**src/rtl/operand_pkg.sv**
```systemverilog
// Shared constants and types for the key-to-operand conditioning path.
// Key polarity, default debounce length and per-channel event bundle.
package operand_pkg;

  localparam logic KEY_PRESSED  = 1'b0;
  localparam logic KEY_RELEASED = 1'b1;

  localparam int CLK_HZ = 50000000;

  // 10 ms of stability at CLK_HZ
  localparam int DEB_CYCLES_DEFAULT = CLK_HZ / 100;

  // acc: stable level flips on this edge
  // lvl: level being accepted
  typedef struct packed {
    logic acc;
    logic lvl;
  } ch_evt_t;

endpackage

```
**src/rtl/key_debounce_ch.sv**
```systemverilog
// One key channel: 2-FF synchroniser, stability counter, accepted level.
// Exports the accept event so the parent can register on the same edge.
module key_debounce_ch
  import operand_pkg::*;
#(
  parameter int DEB_CYCLES = DEB_CYCLES_DEFAULT,
  parameter int CNT_W      = $clog2(DEB_CYCLES)
) (
  input  logic    clk,
  input  logic    rst_n,
  input  logic    key_raw,
  output logic    press,
  output ch_evt_t evt
);

  localparam logic [CNT_W-1:0] CNT_MAX = CNT_W'(DEB_CYCLES - 1);
  localparam logic [CNT_W-1:0] CNT_ONE = CNT_W'(1);

  logic             sync1;
  logic             sync2;
  logic             stable;
  logic [CNT_W-1:0] cnt;
  logic             diff;
  logic             acc;

  assign diff = (sync2 != stable);
  assign acc  = diff && (cnt == CNT_MAX);

  assign evt.acc = acc;
  assign evt.lvl = sync2;

  // bring the asynchronous key level into the clk domain
  always_ff @(posedge clk or negedge rst_n) begin
    if (!rst_n) begin
      sync1 <= KEY_RELEASED;
      sync2 <= KEY_RELEASED;
    end else begin
      sync1 <= key_raw;
      sync2 <= sync1;
    end
  end

  // count consecutive disagreement; any agreement discards progress
  always_ff @(posedge clk or negedge rst_n) begin
    if (!rst_n) begin
      stable <= KEY_RELEASED;
      cnt    <= '0;
    end else if (!diff) begin
      cnt    <= '0;
    end else if (acc) begin
      stable <= sync2;
      cnt    <= '0;
    end else begin
      cnt    <= cnt + CNT_ONE;
    end
  end

  // single-cycle pulse when a press is accepted
  always_ff @(posedge clk or negedge rst_n) begin
    if (!rst_n) begin
      press <= 1'b0;
    end else begin
      press <= acc && (sync2 == KEY_PRESSED);
    end
  end

endmodule

```
**src/rtl/operand_debouncer.sv**
```systemverilog
// Debounced push-buttons to adder operand bits, press pulses, update strobe.
// OPERAND_TOGGLE_EN: operand toggles per press; else it follows the key.
module operand_debouncer
  import operand_pkg::*;
#(
  parameter int N_CH       = 2,
  parameter int DEB_CYCLES = DEB_CYCLES_DEFAULT,
  parameter int CNT_W      = $clog2(DEB_CYCLES)
) (
  input  logic            clk,
  input  logic            rst_n,
  input  logic [N_CH-1:0] key_raw,
  output logic [N_CH-1:0] operand,
  output logic [N_CH-1:0] press,
  output logic            upd
);

  ch_evt_t         evt [N_CH];
  logic [N_CH-1:0] operand_nxt;

  for (genvar i = 0; i < N_CH; i++) begin : g_ch
    key_debounce_ch #(
      .DEB_CYCLES (DEB_CYCLES),
      .CNT_W      (CNT_W)
    ) u_ch (
      .clk     (clk),
      .rst_n   (rst_n),
      .key_raw (key_raw[i]),
      .press   (press[i]),
      .evt     (evt[i])
    );
  end

  // next operand value from each channel's accept event
  always_comb begin
    operand_nxt = operand;
    for (int i = 0; i < N_CH; i++) begin
`ifdef OPERAND_TOGGLE_EN
      if (evt[i].acc && (evt[i].lvl == KEY_PRESSED)) begin
        operand_nxt[i] = ~operand[i];
      end
`else
      if (evt[i].acc) begin
        operand_nxt[i] = (evt[i].lvl == KEY_PRESSED);
      end
`endif
    end
  end

  // operand register plus one shared strobe for any change
  always_ff @(posedge clk or negedge rst_n) begin
    if (!rst_n) begin
      operand <= '0;
      upd     <= 1'b0;
    end else begin
      operand <= operand_nxt;
      upd     <= |(operand_nxt ^ operand);
    end
  end

endmodule

```
**config.mk**
```make
export PLATFORM = sky130hd
export DESIGN_NAME = operand_debouncer
export DESIGN_NICKNAME = d
export VERILOG_FILES = /design/src/rtl/operand_pkg.sv /design/src/rtl/key_debounce_ch.sv /design/src/rtl/operand_debouncer.sv
export SDC_FILE = /design/constraint.sdc
export NUM_CORES = 1
export LEC_CHECK = 0
export ABC_AREA = 1
export BUFFER_PORTS_ARGS = -buffer_cell sky130_fd_sc_hd__buf_2
export CAP_MARGIN = 5
export CORE_ASPECT_RATIO = 1.75
export CORE_MARGIN = 2
export CORE_UTILIZATION = 55
export CTS_BUF_LIST = sky130_fd_sc_hd__clkbuf_8
export CTS_CLUSTER_SIZE = 12
export DETAILED_ROUTE_END_ITERATION = 8
export PLACE_DENSITY = 0.72
export SYNTH_ARGS = -nofsm -noshare
export SYNTH_HDL_FRONTEND = slang
export SYNTH_SLANG_ARGS = --single-unit
export TNS_END_PERCENT = 5
```
**constraint.sdc**
```tcl
create_clock -name clk -period 4.4 [get_ports clk]
set_input_delay 1.32 -clock clk [delete_from_list [all_inputs] [get_ports clk]]
set_output_delay 1.32 -clock clk [all_outputs]
set_load 0.005 [all_outputs]
```
# Yosys cells after proc, flatten, opt, wreduce, memory -nomap -nowiden

Index checks and enable logic that the tools add are counted.

$add $sub $neg: 2
Equality and inequality tests: 4
Multiplexer cells: 6
Bitwise logic cells: 3
Reductions and logical operators: 7

Operators with widths:

| cell                    | count |
|---|---|
| $mux W19                | 4 |
| $add A19 B1 Y19 const B | 2 |
| $eq A19 B19 Y1 const B  | 2 |
| $logic_and A1 B1 Y1     | 4 |
| $reduce_and A2 Y1       | 2 |
| $mux W1                 | 2 |
| $ne A1 B1 Y1            | 2 |
| $not A1 Y1              | 2 |
| $reduce_or A2 Y1        | 1 |
| $xor A2 B2 Y2           | 1 |

Bits in registers: 49
Bits of input ports: 4
Output and inout port bits: 5
Word-level logic and storage cells: 34

# Depth between registers and ports, before layout

Gate-level depths: netlist of the first run.

Depth after elaboration: 5
Gate-level depth with buffers: 10
Gate-level depth less buffers: 10

# Modules after synthesis

A second synthesis of the first run with hierarchy kept.

Cell total of the unflattened synthesis: 364
Area total of the unflattened synthesis: 2771.4 µm²

Modules (own cells, without submodules):

| module            | instances | cells each | area each (µm²) | seq. area each (µm²) |
|---|---|---|---|---|
| key_debounce_ch   | 2         | 174        | 1316.3          | 579.3 |
| operand_debouncer | 1         | 16         | 138.9           | 75.1 |

# Worst setup path after synthesis of the first run

OpenSTA, ideal clock, no wires.

Path type: register to output
Start: register g_ch[0].u_ch.press
End: output port press[0]
Arrival: 0.458 ns
Data required time: 3.080 ns
Path slack: 2.622 ns
Cell stages (with the launch flop): 2
Buffers on the path: 1
Cell sequence: dfrtp_1 -> buf_4

RTL lines:

| what                   | RTL line                | text |
|---|---|---|
| from (decl)            | key_debounce_ch.sv:12   | `output logic press,` |
| from (signal assigned) | key_debounce_ch.sv:63   | `press <= acc && (sync2 == KEY_PRESSED);` |
| to (decl)              | operand_debouncer.sv:14 | `output logic [N_CH-1:0] press,` |

No word-level cell between the ends.

# Worst setup path after layout of the first run

Start: register operand[0]
End: output port operand[0]

RTL lines:

| what                   | RTL line                | text |
|---|---|---|
| from (decl)            | operand_debouncer.sv:13 | `output logic [N_CH-1:0] operand,` |
| from (signal assigned) | operand_debouncer.sv:56 | `operand <= operand_nxt;` |

No word-level cell between the ends.

==> impl_results.html, run 1 <==
<table>
<tr><th>Metric</th><th>Value</th></tr>
<tr><th colspan="2">Floorplanning</th></tr>
<tr><td>DIE HEIGHT</td><td>about 96 um</td></tr>
<tr><td>Placement row count</td><td>33</td></tr>
<tr><td>Die width</td><td>56.4 um</td></tr>
<tr><td>Number of top-level pins</td><td>9</td></tr>
<tr><td>Effective utilization at floorplan</td><td>0.567</td></tr>
<tr><td>Area of the core</td><td>~4700 um2</td></tr>
<tr><td>Die area</td><td>5400 um2</td></tr>
<tr><th colspan="2">Finish</th></tr>
<tr><td>Final antenna diode count</td><td>0</td></tr>
<tr><td>Most frequent standard cell in the layout excluding fill and tap cells</td><td>sky130_fd_sc_hd__nand2_1</td></tr>
<tr><td>Fraction of layout instances using a drive strength above 1</td><td>0.182</td></tr>
<tr><td>Commonest cells after routing, fill and taps aside</td><td>sky130_fd_sc_hd__nand2_1 (60), sky130_fd_sc_hd__nor2_1 (59), sky130_fd_sc_hd__dfrtp_1 (43), sky130_fd_sc_hd__inv_1 (38), sky130_fd_sc_hd__nor3_1 (18)</td></tr>
<tr><td>Count of non-filler cells in the finished layout</td><td>388</td></tr>
<tr><td>Synthesis-to-finish area growth</td><td>8.42%</td></tr>
<tr><td>Final #Nets</td><td>approximately 340</td></tr>
<tr><th colspan="2">Setup path</th></tr>
<tr><td>R2r startpoint</td><td>g_ch[0].u_ch.cnt[0]</td></tr>
<tr><td>Max stage delay cell, worst path</td><td>sky130_fd_sc_hd__dfrtp_1</td></tr>
<tr><td>Crit-path cells</td><td>buf_2</td></tr>
<tr><td>Sort of element at the start of the critical path</td><td>flip-flop</td></tr>
<tr><td>Highest fanout seen on the critical path</td><td>4</td></tr>
<tr><td>Type of element capturing the critical path</td><td>output pin</td></tr>
<tr><td>Crit Path Category</td><td>reg2out</td></tr>
<tr><td>Required time worst endpoint</td><td>3.08 ns</td></tr>
<tr><td>Family with the most delay on the worst path</td><td>flip-flops</td></tr>
<tr><td>Launching element of the worst setup path</td><td>operand[0]</td></tr>
<tr><td>Count of buffering cells on the critical path with inverters included</td><td>1</td></tr>
<tr><td>Arrival time of the worst setup path</td><td>0.86 ns</td></tr>
<tr><td>Largest stage delay on the critical path</td><td>about 0.42 ns</td></tr>
<tr><th colspan="2">Route</th></tr>
<tr><td>DRC violations left</td><td>0</td></tr>
<tr><td>DR vias</td><td>just over 2,000</td></tr>
<tr><td>First-pass DRT Iterations</td><td>4</td></tr>
<tr><td>Via density</td><td>5.33</td></tr>
<tr><td>Violation count after the first detailed-route iteration</td><td>60</td></tr>
<tr><td>Number of nets with antenna violations after detailed routing</td><td>0</td></tr>
<tr><td>WL final</td><td>just over 5 mm</td></tr>
<tr><td>Routed wire length per instance</td><td>around 13 um</td></tr>
<tr><th colspan="2">Power</th></tr>
<tr><td>Power density relative to cell area</td><td>between 300 and 400 nW/um2</td></tr>
<tr><td>Maximum vdd ir drop</td><td>0.249 mV</td></tr>
<tr><td>Switch Pwr</td><td>roughly 0.18 mW</td></tr>
<tr><td>Internal power</td><td>0.694 mW</td></tr>
<tr><td>Combinational cell fraction of total power</td><td>0.035</td></tr>
<tr><td>Leakage power</td><td>1.22 nW</td></tr>
<tr><td>Overall power</td><td>0.871 mW</td></tr>
<tr><td>Clk pwr share</td><td>0.434</td></tr>
<tr><td>Portion of total power attributed to sequential cells</td><td>0.531</td></tr>
<tr><td>Switching Share</td><td>0.204</td></tr>
<tr><th colspan="2">STA</th></tr>
<tr><td>Min setup slack post-route</td><td>around 2.2 ns</td></tr>
<tr><td>Hold Worst Slack</td><td>around 0.36 ns</td></tr>
<tr><td>Share of the clock period used by the worst path</td><td>0.495</td></tr>
<tr><td>Total setup violations reported at the end of the flow</td><td>0</td></tr>
<tr><td>Min Tclk post-route</td><td>around 2.2 ns</td></tr>
<tr><td>Highest Clock Rate</td><td>459 MHz</td></tr>
<tr><td>Final count of pins violating max slew</td><td>0</td></tr>
<tr><td>RSZ-0062 raised after global routing</td><td>false</td></tr>
<tr><td>Transition time at the pin with the least slew margin</td><td>1.07 ns</td></tr>
<tr><td>Max-slew headroom</td><td>0.287</td></tr>
<tr><td>Setup TNS</td><td>0 ns</td></tr>
<tr><td>Number of endpoints with negative hold slack in the final report</td><td>0</td></tr>
<tr><td>Setup skew after layout</td><td>between 0.009 and 0.01 ns</td></tr>
<tr><th colspan="2">CTS</th></tr>
<tr><td>Insertion delay of the later-clocked pin in the worst-skew pair</td><td>approximately 0.30 ns</td></tr>
<tr><td>Number of buffers created by CTS</td><td>5</td></tr>
<tr><td>Clock Pin Slew Worst Setup and Hold Paths</td><td>0.09 ns</td></tr>
<tr><td>Deepest level of the CTS H-tree</td><td>2</td></tr>
<tr><td>Count of clock tree sinks</td><td>just under 50</td></tr>
<tr><td>Clock tree root driver cell</td><td>sky130_fd_sc_hd__clkbuf_8</td></tr>
<tr><td>Total setup buffers inserted after CTS</td><td>0</td></tr>
<tr><td>Post-CTS Hold Fix Bufs</td><td>0</td></tr>
<tr><td>Number of cells upsized or downsized after cts</td><td>0</td></tr>
<tr><td>CTS tree</td><td>done</td></tr>
<tr><td>Max Buffers Root-to-Sink</td><td>2</td></tr>
<tr><th colspan="2">Synth</th></tr>
<tr><td>Predominant post-synthesis flop cell</td><td>sky130_fd_sc_hd__dfrtp_1</td></tr>
<tr><td>Combinational family with the most area after synthesis</td><td>simple AND/OR/NAND/NOR gates</td></tr>
<tr><td>Post-synth EDFFs</td><td>0</td></tr>
<tr><td>Mean area per synthesized cell</td><td>just over 8 um2</td></tr>
<tr><td>Sequential cell area fraction in the yosys report</td><td>0.467</td></tr>
<tr><td>Share of synthesized cell area in and, or, nand and nor gates</td><td>0.363</td></tr>
<tr><td>Top cell type's share of synthesized area</td><td>0.407</td></tr>
<tr><td>Total standard cell area after synthesis</td><td>between 2000 and 3000 um2</td></tr>
<tr><td>Async SR Flop Fraction</td><td>1.00</td></tr>
<tr><td>Number of storage elements in the synthesis netlist</td><td>just under 50</td></tr>
<tr><td>Main area contributors after synthesis</td><td>sky130_fd_sc_hd__dfrtp_1 (41%), sky130_fd_sc_hd__nand2_1 (8.5%), sky130_fd_sc_hd__nor2_1 (8.4%)</td></tr>
<tr><td>Compound-gate portion of the synthesized area</td><td>0.0341</td></tr>
<tr><td>Post-Synth Adder-Cell Area</td><td>0.00947</td></tr>
<tr><td>Number of instances in the synthesized netlist</td><td>approximately 320</td></tr>
<tr><td>Syn nets</td><td>approximately 330</td></tr>
<tr><td>Number of distinct library cells after synthesis</td><td>31</td></tr>
<tr><td>Synthesis Warnings</td><td>0</td></tr>
<tr><td>Post-synth top area cell</td><td>sky130_fd_sc_hd__dfrtp_1</td></tr>
<tr><td>Mux cell area share after synthesis</td><td>0</td></tr>
<tr><td>XOR/XNOR share of the synthesized area</td><td>0.0530</td></tr>
<tr><th colspan="2">Placed design</th></tr>
<tr><td>Port-buffer cells</td><td>8</td></tr>
<tr><td>Number of placed instances, taps included</td><td>380</td></tr>
<tr><td>Pre-CTS setup slack</td><td>roughly 2.1 ns</td></tr>
<tr><td>Post-DP HPWL</td><td>roughly 3.9 mm</td></tr>
<tr><td>Gp weighted congestion</td><td>~0.87</td></tr>
<tr><th colspan="2">Run status</th></tr>
<tr><td>Outcome</td><td>finished, final reports clean</td></tr>
<tr><th colspan="2">Global route</th></tr>
<tr><td>Global-route wire length before repair</td><td>between 8 and 9 mm</td></tr>
<tr><td>Number of antenna violations at the first check in global routing</td><td>0</td></tr>
<tr><td>Largest net degree at the start of global routing</td><td>50</td></tr>
<tr><td>Overall overflow remaining after global route</td><td>0</td></tr>
<tr><td>Via count of the first global-routing pass</td><td>approximately 2,000</td></tr>
<tr><td>Total track usage</td><td>0.212</td></tr>
<tr><th colspan="2">Job</th></tr>
<tr><td>Max-cap violation count</td><td>0</td></tr>
<tr><th colspan="2">Worst hold path</th></tr>
<tr><td>Worst hold-check path type</td><td>reg2reg</td></tr>
<tr><td>Beginning of the worst hold path</td><td>g_ch[0].u_ch.sync1</td></tr>
</table>
==> worst register-to-register path, cell delays in order (launching register included) <==
cell,delay (ns)
sky130_fd_sc_hd__dfrtp_1,0.38
sky130_fd_sc_hd__ha_1,0.25
sky130_fd_sc_hd__nand2_1,0.12
sky130_fd_sc_hd__nor2_4,0.10
sky130_fd_sc_hd__nand2_1,0.09
sky130_fd_sc_hd__nor2_4,0.17
sky130_fd_sc_hd__nand2_4,0.08
sky130_fd_sc_hd__nand2_4,0.14
sky130_fd_sc_hd__inv_2,0.06
sky130_fd_sc_hd__o21ai_2,0.06
sky130_fd_sc_hd__nor2_1,0.05
==> cell usage after synthesis, types with 4 or more instances <==
cell / number
sky130_fd_sc_hd__xor2_1: 14
sky130_fd_sc_hd__dfrtp_1: 43
sky130_fd_sc_hd__nand2_2: 4
sky130_fd_sc_hd__a21oi_1: 4
sky130_fd_sc_hd__nor2_4: 6
sky130_fd_sc_hd__nand4_1: 10
sky130_fd_sc_hd__nand2_1: 60
sky130_fd_sc_hd__nor3_1: 18
sky130_fd_sc_hd__nor2_1: 59
sky130_fd_sc_hd__dfstp_2: 6
sky130_fd_sc_hd__inv_2: 6
sky130_fd_sc_hd__nand3_1: 13
sky130_fd_sc_hd__nor2_2: 7
sky130_fd_sc_hd__inv_1: 38
sky130_fd_sc_hd__o21ai_2: 4
sky130_fd_sc_hd__nand3_2: 4
==> logic make-up after synthesis <==
family / Yosys count
simple gates: 193
buf+inv: 49
flops: 49
xor+xnor: 16
compound gates: 14
fa+ha+maj: 2
==> metrics by stage <==
stage | cell area [um2] | utilization
global route | 2870 | 0.614
floorplan | 2640 | -
CTS | 2870 | 0.614
global placement | 2730 | 0.585
finish | 2870 | 0.614
detailed placement | 2730 | 0.585
==> path summary, 6_finish.rpt <==
path / end / slack, ns / depth (start not counted)
worst max-delay path: operand[0] / 2.22 / 1
worst min-delay path: g_ch[0].u_ch.sync2 / 0.36 / 0
worst max register to register: g_ch[0].u_ch.cnt[17] / 2.79 / 10
worst min register to register: g_ch[0].u_ch.sync2 / 0.36 / 0
max in group asynchronous: g_ch[1].u_ch.cnt[14] / 2.53 / 1
min in group asynchronous: g_ch[1].u_ch.cnt[17] / 1.21 / 1
==> layout make-up <==
| class | count | area [um2] |
|---|---|---|
| fillers | 414 | 1800 |
| clock inverters | 3 | 68.8 |
| flip-flops and latches | 49 | 1230 |
| inverters | 46 | 175 |
| well taps | 52 | 65.1 |
| multi-input cells | 225 | 1210 |
| repair buffers | 8 | 40.0 |
| clock buffers | 5 | 68.8 |
==> power by group through the flow <==
| stage | logic, mW | clock network [mW] | registers (mW) |
|---|---|---|---|
| 3_3_place_gp | 0.0313 | 0 | 0.471 |
| 4_1_cts | 0.0321 | 0.391 | 0.463 |
| 6_report | 0.0309 | 0.378 | 0.462 |
| 3_5_place_dp | 0.0321 | 0 | 0.471 |
| 5_1_grt | 0.0364 | 0.410 | 0.463 |
| 2_1_floorplan | 0.0171 | 0 | 0.470 |
==> sequential cells by signal, indices dropped and copies added (netlist names) <==
signal,cells
g_ch.u_ch.cnt,38
g_ch.u_ch.press,2
g_ch.u_ch.stable,2
g_ch.u_ch.sync1,2
g_ch.u_ch.sync2,2
operand,2
upd,1
==> layer usage <==
metal / up-vias / part of all wire / global-route usage
met1: 993 / 0.39 / 0.223
met2: 28 / 0.58 / 0.412
li1: 1038 / - / -
met3: 8 / 0.016 / 0.0296
met4: 0 / 0.015 / 0.0913
met5: - / 0 / 0
Note: power is estimated with default switching activity, not from simulation.
==> run 2: changes to the inputs <==
==> constraint.sdc (replaced) <==
create_clock -name clk -period 2.3 [get_ports clk]
set_input_delay 0.69 -clock clk [delete_from_list [all_inputs] [get_ports clk]]
set_output_delay 0.69 -clock clk [all_outputs]
set_load 0.005 [all_outputs]
==> impl_results.html, run 2 (synthesis gave the netlist of run 1 again) <==
<table>
<tr><th>Metric</th><th>Value</th></tr>
<tr><th colspan="2">Worst hold path</th></tr>
<tr><td>Worst hold-check path type</td><td>in2async</td></tr>
<tr><th colspan="2">STA</th></tr>
<tr><td>Transition time at the pin with the least slew margin</td><td>0.536 ns (-0.534 ns)</td></tr>
<tr><td>Max-slew headroom</td><td>0.643 (+0.356)</td></tr>
<tr><td>Number of endpoints with negative hold slack in the final report</td><td>0 (unchanged)</td></tr>
<tr><td>Setup skew after layout</td><td>0.00966 ns (-0.0000396 ns)</td></tr>
<tr><td>Min Tclk post-route</td><td>about 1.6 ns</td></tr>
<tr><td>Setup TNS</td><td>0 ns (unchanged)</td></tr>
<tr><td>Total setup violations reported at the end of the flow</td><td>0 (unchanged)</td></tr>
<tr><td>Highest Clock Rate</td><td>around 610 MHz</td></tr>
<tr><td>Share of the clock period used by the worst path</td><td>0.708</td></tr>
<tr><td>Min setup slack post-route</td><td>0.671 ns (-1.55 ns)</td></tr>
<tr><td>Final count of pins violating max slew</td><td>0 (unchanged)</td></tr>
<tr><td>RSZ-0062 raised after global routing</td><td>false</td></tr>
<tr><th colspan="2">CTS</th></tr>
<tr><td>Number of buffers created by CTS</td><td>5 (unchanged)</td></tr>
<tr><td>Max Buffers Root-to-Sink</td><td>2 (unchanged)</td></tr>
<tr><td>Post-CTS Hold Fix Bufs</td><td>0 (unchanged)</td></tr>
<tr><td>Deepest level of the CTS H-tree</td><td>2 (unchanged)</td></tr>
<tr><td>Clock Pin Slew Worst Setup and Hold Paths</td><td>0.09 ns (about the same)</td></tr>
<tr><td>Total setup buffers inserted after CTS</td><td>0 (unchanged)</td></tr>
<tr><td>Count of clock tree sinks</td><td>49 (unchanged)</td></tr>
<tr><td>Insertion delay of the later-clocked pin in the worst-skew pair</td><td>0.31 ns (about the same)</td></tr>
<tr><td>Clock tree root driver cell</td><td>sky130_fd_sc_hd__clkbuf_8</td></tr>
<tr><td>CTS tree</td><td>done</td></tr>
<tr><td>Number of cells upsized or downsized after cts</td><td>0 (unchanged)</td></tr>
<tr><th colspan="2">Placed design</th></tr>
<tr><td>Port-buffer cells</td><td>8 (unchanged)</td></tr>
<tr><td>Post-DP HPWL</td><td>4.20 mm (+7.7%)</td></tr>
<tr><td>Pre-CTS setup slack</td><td>0.666 ns (-1.44 ns)</td></tr>
<tr><td>Cell area after placement</td><td>2750 um2 (+0.73%)</td></tr>
<tr><td>Gp weighted congestion</td><td>0.944 (+8.7%)</td></tr>
<tr><th colspan="2">Floorplanning</th></tr>
<tr><td>Number of top-level pins</td><td>9 (unchanged)</td></tr>
<tr><td>Area of the core</td><td>4670 um2 (unchanged)</td></tr>
<tr><td>DIE HEIGHT</td><td>95.7 um (unchanged)</td></tr>
<tr><td>Effective utilization at floorplan</td><td>0.567 (unchanged)</td></tr>
<tr><td>Die width</td><td>56.4 um (unchanged)</td></tr>
<tr><td>Die area</td><td>5400 um2 (unchanged)</td></tr>
<tr><td>Placement row count</td><td>33 (unchanged)</td></tr>
<tr><th colspan="2">Route</th></tr>
<tr><td>WL final</td><td>5.35 mm (+5.5%)</td></tr>
<tr><td>Violation count after the first detailed-route iteration</td><td>72 (+20%)</td></tr>
<tr><td>First-pass DRT Iterations</td><td>4 (unchanged)</td></tr>
<tr><td>DRC violations left</td><td>0 (unchanged)</td></tr>
<tr><td>Routed wire length per instance</td><td>13.8 um (+5.2%)</td></tr>
<tr><td>DR vias</td><td>2,074 (+0.34%)</td></tr>
<tr><td>Via density</td><td>5.33 (about the same)</td></tr>
<tr><td>Number of nets with antenna violations after detailed routing</td><td>0 (unchanged)</td></tr>
<tr><th colspan="2">Global route</th></tr>
<tr><td>Number of antenna violations at the first check in global routing</td><td>0 (unchanged)</td></tr>
<tr><td>Total track usage</td><td>0.225 (+0.0128)</td></tr>
<tr><td>Overall overflow remaining after global route</td><td>0 (unchanged)</td></tr>
<tr><td>Via count of the first global-routing pass</td><td>2,135 (+6.9%)</td></tr>
<tr><td>Largest net degree at the start of global routing</td><td>29 (-42%)</td></tr>
<tr><td>Global-route wire length before repair</td><td>9.23 mm (+4.0%)</td></tr>
<tr><th colspan="2">Run status</th></tr>
<tr><td>Outcome</td><td>finished, final reports clean</td></tr>
<tr><th colspan="2">Finish</th></tr>
<tr><td>Most frequent standard cell in the layout excluding fill and tap cells</td><td>sky130_fd_sc_hd__nand2_1</td></tr>
<tr><td>Area of all placed cells without fillers</td><td>2850 um2 (-0.74%)</td></tr>
<tr><td>Fraction of layout instances using a drive strength above 1</td><td>0.184 (+0.00243)</td></tr>
<tr><td>Largest register by flop count</td><td>g_ch.u_ch.cnt</td></tr>
<tr><td>Commonest cells after routing, fill and taps aside</td><td>sky130_fd_sc_hd__nand2_1 (60), sky130_fd_sc_hd__nor2_1 (59), sky130_fd_sc_hd__dfrtp_1 (43), sky130_fd_sc_hd__inv_1 (38), sky130_fd_sc_hd__nor3_1 (18)</td></tr>
<tr><td>Flip-flop count of the largest register after layout</td><td>38 (unchanged)</td></tr>
<tr><td>Synthesis-to-finish area growth</td><td>7.62%</td></tr>
<tr><td>Final #Nets</td><td>342 (+0.29%)</td></tr>
<tr><td>Final antenna diode count</td><td>0 (unchanged)</td></tr>
<tr><th colspan="2">Setup path</th></tr>
<tr><td>Required time worst endpoint</td><td>2.51 ns (-0.57 ns)</td></tr>
<tr><td>Arrival time of the worst setup path</td><td>1.84 ns (+0.98 ns)</td></tr>
<tr><td>Type of element capturing the critical path</td><td>flip-flop</td></tr>
<tr><td>Highest fanout seen on the critical path</td><td>8 (+4)</td></tr>
<tr><td>Crit Path Category</td><td>reg2reg</td></tr>
<tr><td>Sort of element at the start of the critical path</td><td>flip-flop</td></tr>
<tr><th colspan="2">Power</th></tr>
<tr><td>Maximum vdd ir drop</td><td>0.445 mV (+78%)</td></tr>
<tr><td>Leakage power</td><td>1.21 nW (-0.67%)</td></tr>
<tr><td>Power density relative to cell area</td><td>521 nW/um2 (+71%)</td></tr>
<tr><th colspan="2">Job</th></tr>
<tr><td>Max-cap violation count</td><td>0 (unchanged)</td></tr>
</table>
run 2: cell count changes in the layout (fill, tap and decap cells not counted), sizes merged:
cell    change
bufinv      -2
clkinv      +2
buf         +1
clkbuf      +1
inv         -1
run 2: final cells by class:
| class | instances | area [um2] |
|---|---|---|
| fillers | 418 | 1820 |
| flip-flops and latches | 49 | 1230 |
| multi-input cells | 225 | 1210 |
| inverters | 46 | 175 |
| clock buffers | 6 | 82.6 |
| well taps | 52 | 65.1 |
| repair buffers | 9 | 60.1 |
| clock inverters | 2 | 13.8 |
run 2: path summary, 6_finish.rpt:
kind	slack, ns	start	endpoint	depth (start not counted)
worst max-delay path	0.67	g_ch[0].u_ch.cnt[0]	g_ch[0].u_ch.cnt[18]	10
worst min-delay path	0.36	rst_n	g_ch[1].u_ch.cnt[14]	1
worst max register to register	0.67	g_ch[0].u_ch.cnt[0]	g_ch[0].u_ch.cnt[18]	10
worst min register to register	0.36	g_ch[0].u_ch.sync1	g_ch[0].u_ch.sync2	0
max in group asynchronous	1.42	rst_n	g_ch[0].u_ch.cnt[14]	2
min in group clk	0.36	g_ch[0].u_ch.sync1	g_ch[0].u_ch.sync2	0
run 2: stage by stage:
stage / hold slack, ns / instances / utilization / total power, mW
2_1_floorplan: 0.345 / 323 / - / 0.932
3_3_place_gp: 0.346 / 381 / 0.589 / 0.965
3_5_place_dp: 0.348 / 381 / 0.589 / 0.968
4_1_cts: 0.361 / 389 / 0.610 / 1.50
5_1_grt: 0.362 / 389 / 0.610 / 1.54
6_report: 0.356 / 389 / 0.610 / 1.48
run 2: power by group:
part | internal (mW) | switching (mW) | total (mW)
sequential | 0.876 | 0.00902 | 0.885
clock | 0.244 | 0.289 | 0.533
combinational | 0.0172 | 0.0466 | 0.0638
run 2: critical path: stages, from the launching register on:
cell                      delay [ns]
sky130_fd_sc_hd__dfrtp_1        0.39
sky130_fd_sc_hd__ha_1           0.25
sky130_fd_sc_hd__nand2_1        0.13
sky130_fd_sc_hd__nor2_4         0.11
sky130_fd_sc_hd__nand2_1        0.09
sky130_fd_sc_hd__nor2_4         0.17
sky130_fd_sc_hd__nand2_4        0.08
sky130_fd_sc_hd__nand2_4        0.14
sky130_fd_sc_hd__inv_2          0.07
sky130_fd_sc_hd__nand2_1        0.07
sky130_fd_sc_hd__nor2_1         0.04
run 2: layer usage:
metal / vias up / wire length (um) / track usage
met5: - / 0 / 0
met4: 0 / 322 / 0.163
met3: 26 / 103 / 0.0376
met2: 38 / 2960 / 0.421
met1: 971 / 1970 / 0.218
li1: 1039 / - / -
==> run 3: changes to the inputs <==
--- a/config.mk
+++ b/config.mk
@@ -14,7 +14,7 @@
 export CTS_BUF_LIST = sky130_fd_sc_hd__clkbuf_8
 export CTS_CLUSTER_SIZE = 12
 export DETAILED_ROUTE_END_ITERATION = 8
-export PLACE_DENSITY = 0.72
+export PLACE_DENSITY = 0.75
 export SYNTH_ARGS = -nofsm -noshare
 export SYNTH_HDL_FRONTEND = slang
 export SYNTH_SLANG_ARGS = --single-unit
==> constraint.sdc (replaced) <==
create_clock -name clk -period 1.49 [get_ports clk]
set_input_delay 0.447 -clock clk [delete_from_list [all_inputs] [get_ports clk]]
set_output_delay 0.447 -clock clk [all_outputs]
set_load 0.005 [all_outputs]
==> impl_results.html, run 3 (synthesis gave the netlist of run 1 again) <==
<table>
<tr><th>Metric</th><th>Value</th></tr>
<tr><th colspan="2">Power</th></tr>
<tr><td>Combinational cell fraction of total power</td><td>0.052 (+0.009)</td></tr>
<tr><td>Internal power</td><td>1.90 mW (+67%)</td></tr>
<tr><td>Portion of total power attributed to sequential cells</td><td>0.559 (-0.038)</td></tr>
<tr><td>Clk pwr share</td><td>0.389 (+0.029)</td></tr>
<tr><td>Switch Pwr</td><td>0.549 mW (+59%)</td></tr>
<tr><td>Switching Share</td><td>0.225 (-0.00795)</td></tr>
<tr><td>Maximum vdd ir drop</td><td>0.689 mV (+55%)</td></tr>
<tr><td>Leakage power</td><td>1.31 nW (+8.1%)</td></tr>
<tr><td>Power density relative to cell area</td><td>802 nW/um2 (+54%)</td></tr>
<tr><th colspan="2">Setup path</th></tr>
<tr><td>Count of buffering cells on the critical path with inverters included</td><td>1 (unchanged)</td></tr>
<tr><td>Highest fanout seen on the critical path</td><td>8 (unchanged)</td></tr>
<tr><td>Crit Path Category</td><td>reg2reg</td></tr>
<tr><td>Largest stage delay on the critical path</td><td>0.38 ns (about the same)</td></tr>
<tr><td>Required time worst endpoint</td><td>1.68 ns (-0.83 ns)</td></tr>
<tr><td>Worst path most repeated cell</td><td>sky130_fd_sc_hd__nor2_4</td></tr>
<tr><td>Sort of element at the start of the critical path</td><td>flip-flop</td></tr>
<tr><td>Arrival time of the worst setup path</td><td>1.68 ns (-0.16 ns)</td></tr>
<tr><td>R2r startpoint</td><td>g_ch[0].u_ch.cnt[0]</td></tr>
<tr><td>Launching element of the worst setup path</td><td>g_ch[0].u_ch.cnt[0]</td></tr>
<tr><td>Crit-path cells</td><td>ha_2, nand2_2, nor2_4, nand2_1, nor2_4, nand2_4, nand2_8, inv_2, o21ai_2, nor2_1</td></tr>
<tr><td>Max stage delay cell, worst path</td><td>sky130_fd_sc_hd__dfrtp_1</td></tr>
<tr><td>Family with the most delay on the worst path</td><td>simple AND/OR/NAND/NOR gates</td></tr>
<tr><td>Type of element capturing the critical path</td><td>flip-flop</td></tr>
<tr><th colspan="2">Route</th></tr>
<tr><td>Number of nets with antenna violations after detailed routing</td><td>0 (unchanged)</td></tr>
<tr><td>DR vias</td><td>2,165 (+4.4%)</td></tr>
<tr><td>DRC violations left</td><td>0 (unchanged)</td></tr>
<tr><td>WL final</td><td>5.83 mm (+8.9%)</td></tr>
<tr><td>First-pass DRT Iterations</td><td>4 (unchanged)</td></tr>
<tr><td>Via density</td><td>5.31 (-0.47%)</td></tr>
<tr><td>Violation count after the first detailed-route iteration</td><td>100 (+39%)</td></tr>
<tr><td>Routed wire length per instance</td><td>14.3 um (+3.9%)</td></tr>
<tr><th colspan="2">Floorplanning</th></tr>
<tr><td>Placement row count</td><td>33 (unchanged)</td></tr>
<tr><td>Die area</td><td>5400 um2 (unchanged)</td></tr>
<tr><td>Effective utilization at floorplan</td><td>0.567 (unchanged)</td></tr>
<tr><td>Die width</td><td>56.4 um (unchanged)</td></tr>
<tr><td>Area of the core</td><td>4670 um2 (unchanged)</td></tr>
<tr><td>DIE HEIGHT</td><td>95.7 um (unchanged)</td></tr>
<tr><td>Number of top-level pins</td><td>9 (unchanged)</td></tr>
<tr><th colspan="2">Finish</th></tr>
<tr><td>Synthesis-to-finish area growth</td><td>15.4%</td></tr>
<tr><td>Final #Nets</td><td>361 (+5.6%)</td></tr>
<tr><td>Area of all placed cells without fillers</td><td>3050 um2 (+7.2%)</td></tr>
<tr><td>Fill cell count</td><td>412 (-1.4%)</td></tr>
<tr><td>Fraction of layout instances using a drive strength above 1</td><td>0.258 (+0.0745)</td></tr>
<tr><td>Flip-flop count of the largest register after layout</td><td>38 (unchanged)</td></tr>
<tr><td>Final antenna diode count</td><td>0 (unchanged)</td></tr>
<tr><td>Commonest cells after routing, fill and taps aside</td><td>sky130_fd_sc_hd__nand2_1 (57), sky130_fd_sc_hd__nor2_1 (55), sky130_fd_sc_hd__dfrtp_1 (40), sky130_fd_sc_hd__inv_1 (39), sky130_fd_sc_hd__buf_4 (19)</td></tr>
<tr><td>Most frequent standard cell in the layout excluding fill and tap cells</td><td>sky130_fd_sc_hd__nand2_1</td></tr>
<tr><td>Largest register by flop count</td><td>g_ch.u_ch.cnt</td></tr>
<tr><th colspan="2">Global route</th></tr>
<tr><td>Overall overflow remaining after global route</td><td>0 (unchanged)</td></tr>
<tr><td>Via count of the first global-routing pass</td><td>2,227 (+4.3%)</td></tr>
<tr><td>Largest net degree at the start of global routing</td><td>25 (-14%)</td></tr>
<tr><td>Total track usage</td><td>0.235 (+0.0103)</td></tr>
<tr><td>Number of antenna violations at the first check in global routing</td><td>0 (unchanged)</td></tr>
<tr><td>Global-route wire length before repair</td><td>9.65 mm (+4.6%)</td></tr>
<tr><th colspan="2">CTS</th></tr>
<tr><td>Clock tree root driver cell</td><td>sky130_fd_sc_hd__clkbuf_8</td></tr>
<tr><td>Number of buffers created by CTS</td><td>5 (unchanged)</td></tr>
<tr><td>Deepest level of the CTS H-tree</td><td>2 (unchanged)</td></tr>
<tr><td>Insertion delay of the later-clocked pin in the worst-skew pair</td><td>0.31 ns (about the same)</td></tr>
<tr><td>Count of clock tree sinks</td><td>49 (unchanged)</td></tr>
<tr><td>Clock Pin Slew Worst Setup and Hold Paths</td><td>0.10 ns (about the same)</td></tr>
<tr><td>CTS tree</td><td>done</td></tr>
<tr><td>Max Buffers Root-to-Sink</td><td>2 (unchanged)</td></tr>
<tr><th colspan="2">Placed design</th></tr>
<tr><td>Cell area after placement</td><td>2870 um2 (+4.4%)</td></tr>
<tr><td>Port-buffer cells</td><td>8 (unchanged)</td></tr>
<tr><td>Pre-CTS setup slack</td><td>-0.0490 ns (-0.715 ns)</td></tr>
<tr><td>Gp weighted congestion</td><td>0.886 (-6.2%)</td></tr>
<tr><td>Post-DP HPWL</td><td>4.49 mm (+6.9%)</td></tr>
<tr><th colspan="2">STA</th></tr>
<tr><td>Setup skew after layout</td><td>0.0146 ns (+0.00497 ns)</td></tr>
<tr><td>Share of the clock period used by the worst path</td><td>0.994 (+0.286)</td></tr>
<tr><td>Final count of pins violating max slew</td><td>0 (unchanged)</td></tr>
<tr><td>Highest Clock Rate</td><td>675 MHz (+10%)</td></tr>
<tr><td>RSZ-0062 raised after global routing</td><td>true</td></tr>
<tr><td>Min setup slack post-route</td><td>0.00878 ns (-0.662 ns)</td></tr>
<tr><td>Total setup violations reported at the end of the flow</td><td>0 (unchanged)</td></tr>
<tr><td>Min Tclk post-route</td><td>1.48 ns (-0.148 ns)</td></tr>
<tr><td>Number of endpoints with negative hold slack in the final report</td><td>0 (unchanged)</td></tr>
<tr><td>Transition time at the pin with the least slew margin</td><td>0.431 ns (-0.105 ns)</td></tr>
<tr><td>Max-slew headroom</td><td>0.713 (+0.0701)</td></tr>
<tr><th colspan="2">Job</th></tr>
<tr><td>Max-cap violation count</td><td>0 (unchanged)</td></tr>
<tr><th colspan="2">Worst hold path</th></tr>
<tr><td>Worst hold-check path type</td><td>in2async</td></tr>
<tr><th colspan="2">Run status</th></tr>
<tr><td>Outcome</td><td>finished, final reports clean</td></tr>
</table>
-- run 3: changes by cell type in the layout (fill, tap and decap cells not counted), sizes merged --
cell	before	now
buf	9	28
inv	45	46
clkbuf	6	5
clkinv	3	2
bufinv	0	1
-- run 3: final cells by class --
| type | instances | area, um2 | share of cell area |
|---|---|---|---|
| tap | 52 | 65.1 | 0.0213 |
| multi-input combinational | 225 | 1260 | 0.413 |
| clock buffer | 5 | 68.8 | 0.0226 |
| clock inverter | 3 | 42.5 | 0.0139 |
| inverter | 46 | 175 | 0.0574 |
| sequential | 49 | 1240 | 0.406 |
| timing repair buffer | 28 | 203 | 0.0664 |
-- run 3: path summary, 6_finish.rpt --
kind,end,slack (ns),cells after the start
min in group clk,g_ch[0].u_ch.sync1,0.22,1
max,g_ch[0].u_ch.cnt[17],0.009,10
max in group asynchronous,g_ch[1].u_ch.stable,0.88,2
min reg2reg,g_ch[0].u_ch.sync2,0.36,0
min,g_ch[1].u_ch.cnt[16],0.06,1
max reg2reg,g_ch[0].u_ch.cnt[17],0.009,10
-- run 3: repair_timing --
item,in CTS,in global routing
gates resized for setup,1,14
buffers inserted,0,3
hold buffers,0,0
pin swaps,1,8
endpoints found under the setup margin,5,19
-- run 3: power groups by stage --
stage / clock network [mW] / logic [mW] / registers, mW
4_1_cts: 0.968 / 0.121 / 1.37
6_report: 0.952 / 0.127 / 1.37
5_1_grt: 1.03 / 0.143 / 1.37
2_1_floorplan: 0 / 0.0506 / 1.39
3_3_place_gp: 0 / 0.117 / 1.39
3_5_place_dp: 0 / 0.121 / 1.39
-- run 3: metrics by stage --
| step | total power, mW | setup TNS (ns) | utilization | hold WS, ns | instances |
|---|---|---|---|---|---|
| 4_1_cts | 2.46 | -0.0113 | 0.639 | 0.0705 | 405 |
| 2_1_floorplan | 1.44 | 0 | - | 0.151 | 323 |
| 5_1_grt | 2.54 | -0.551 | 0.654 | 0.0793 | 408 |
| 6_report | 2.45 | 0 | 0.654 | 0.0648 | 408 |
| 3_5_place_dp | 1.51 | -0.117 | 0.615 | 0.347 | 397 |
| 3_3_place_gp | 1.51 | -0.0660 | 0.615 | 0.345 | 397 |
-- run 3: routing by layer --
layer	track usage	vias up	wire [um]
met5	0	-	0
met4	0.0893	0	196
met3	0.0363	18	123
met2	0.475	36	3350
met1	0.234	1030	2160
li1	-	1081	-
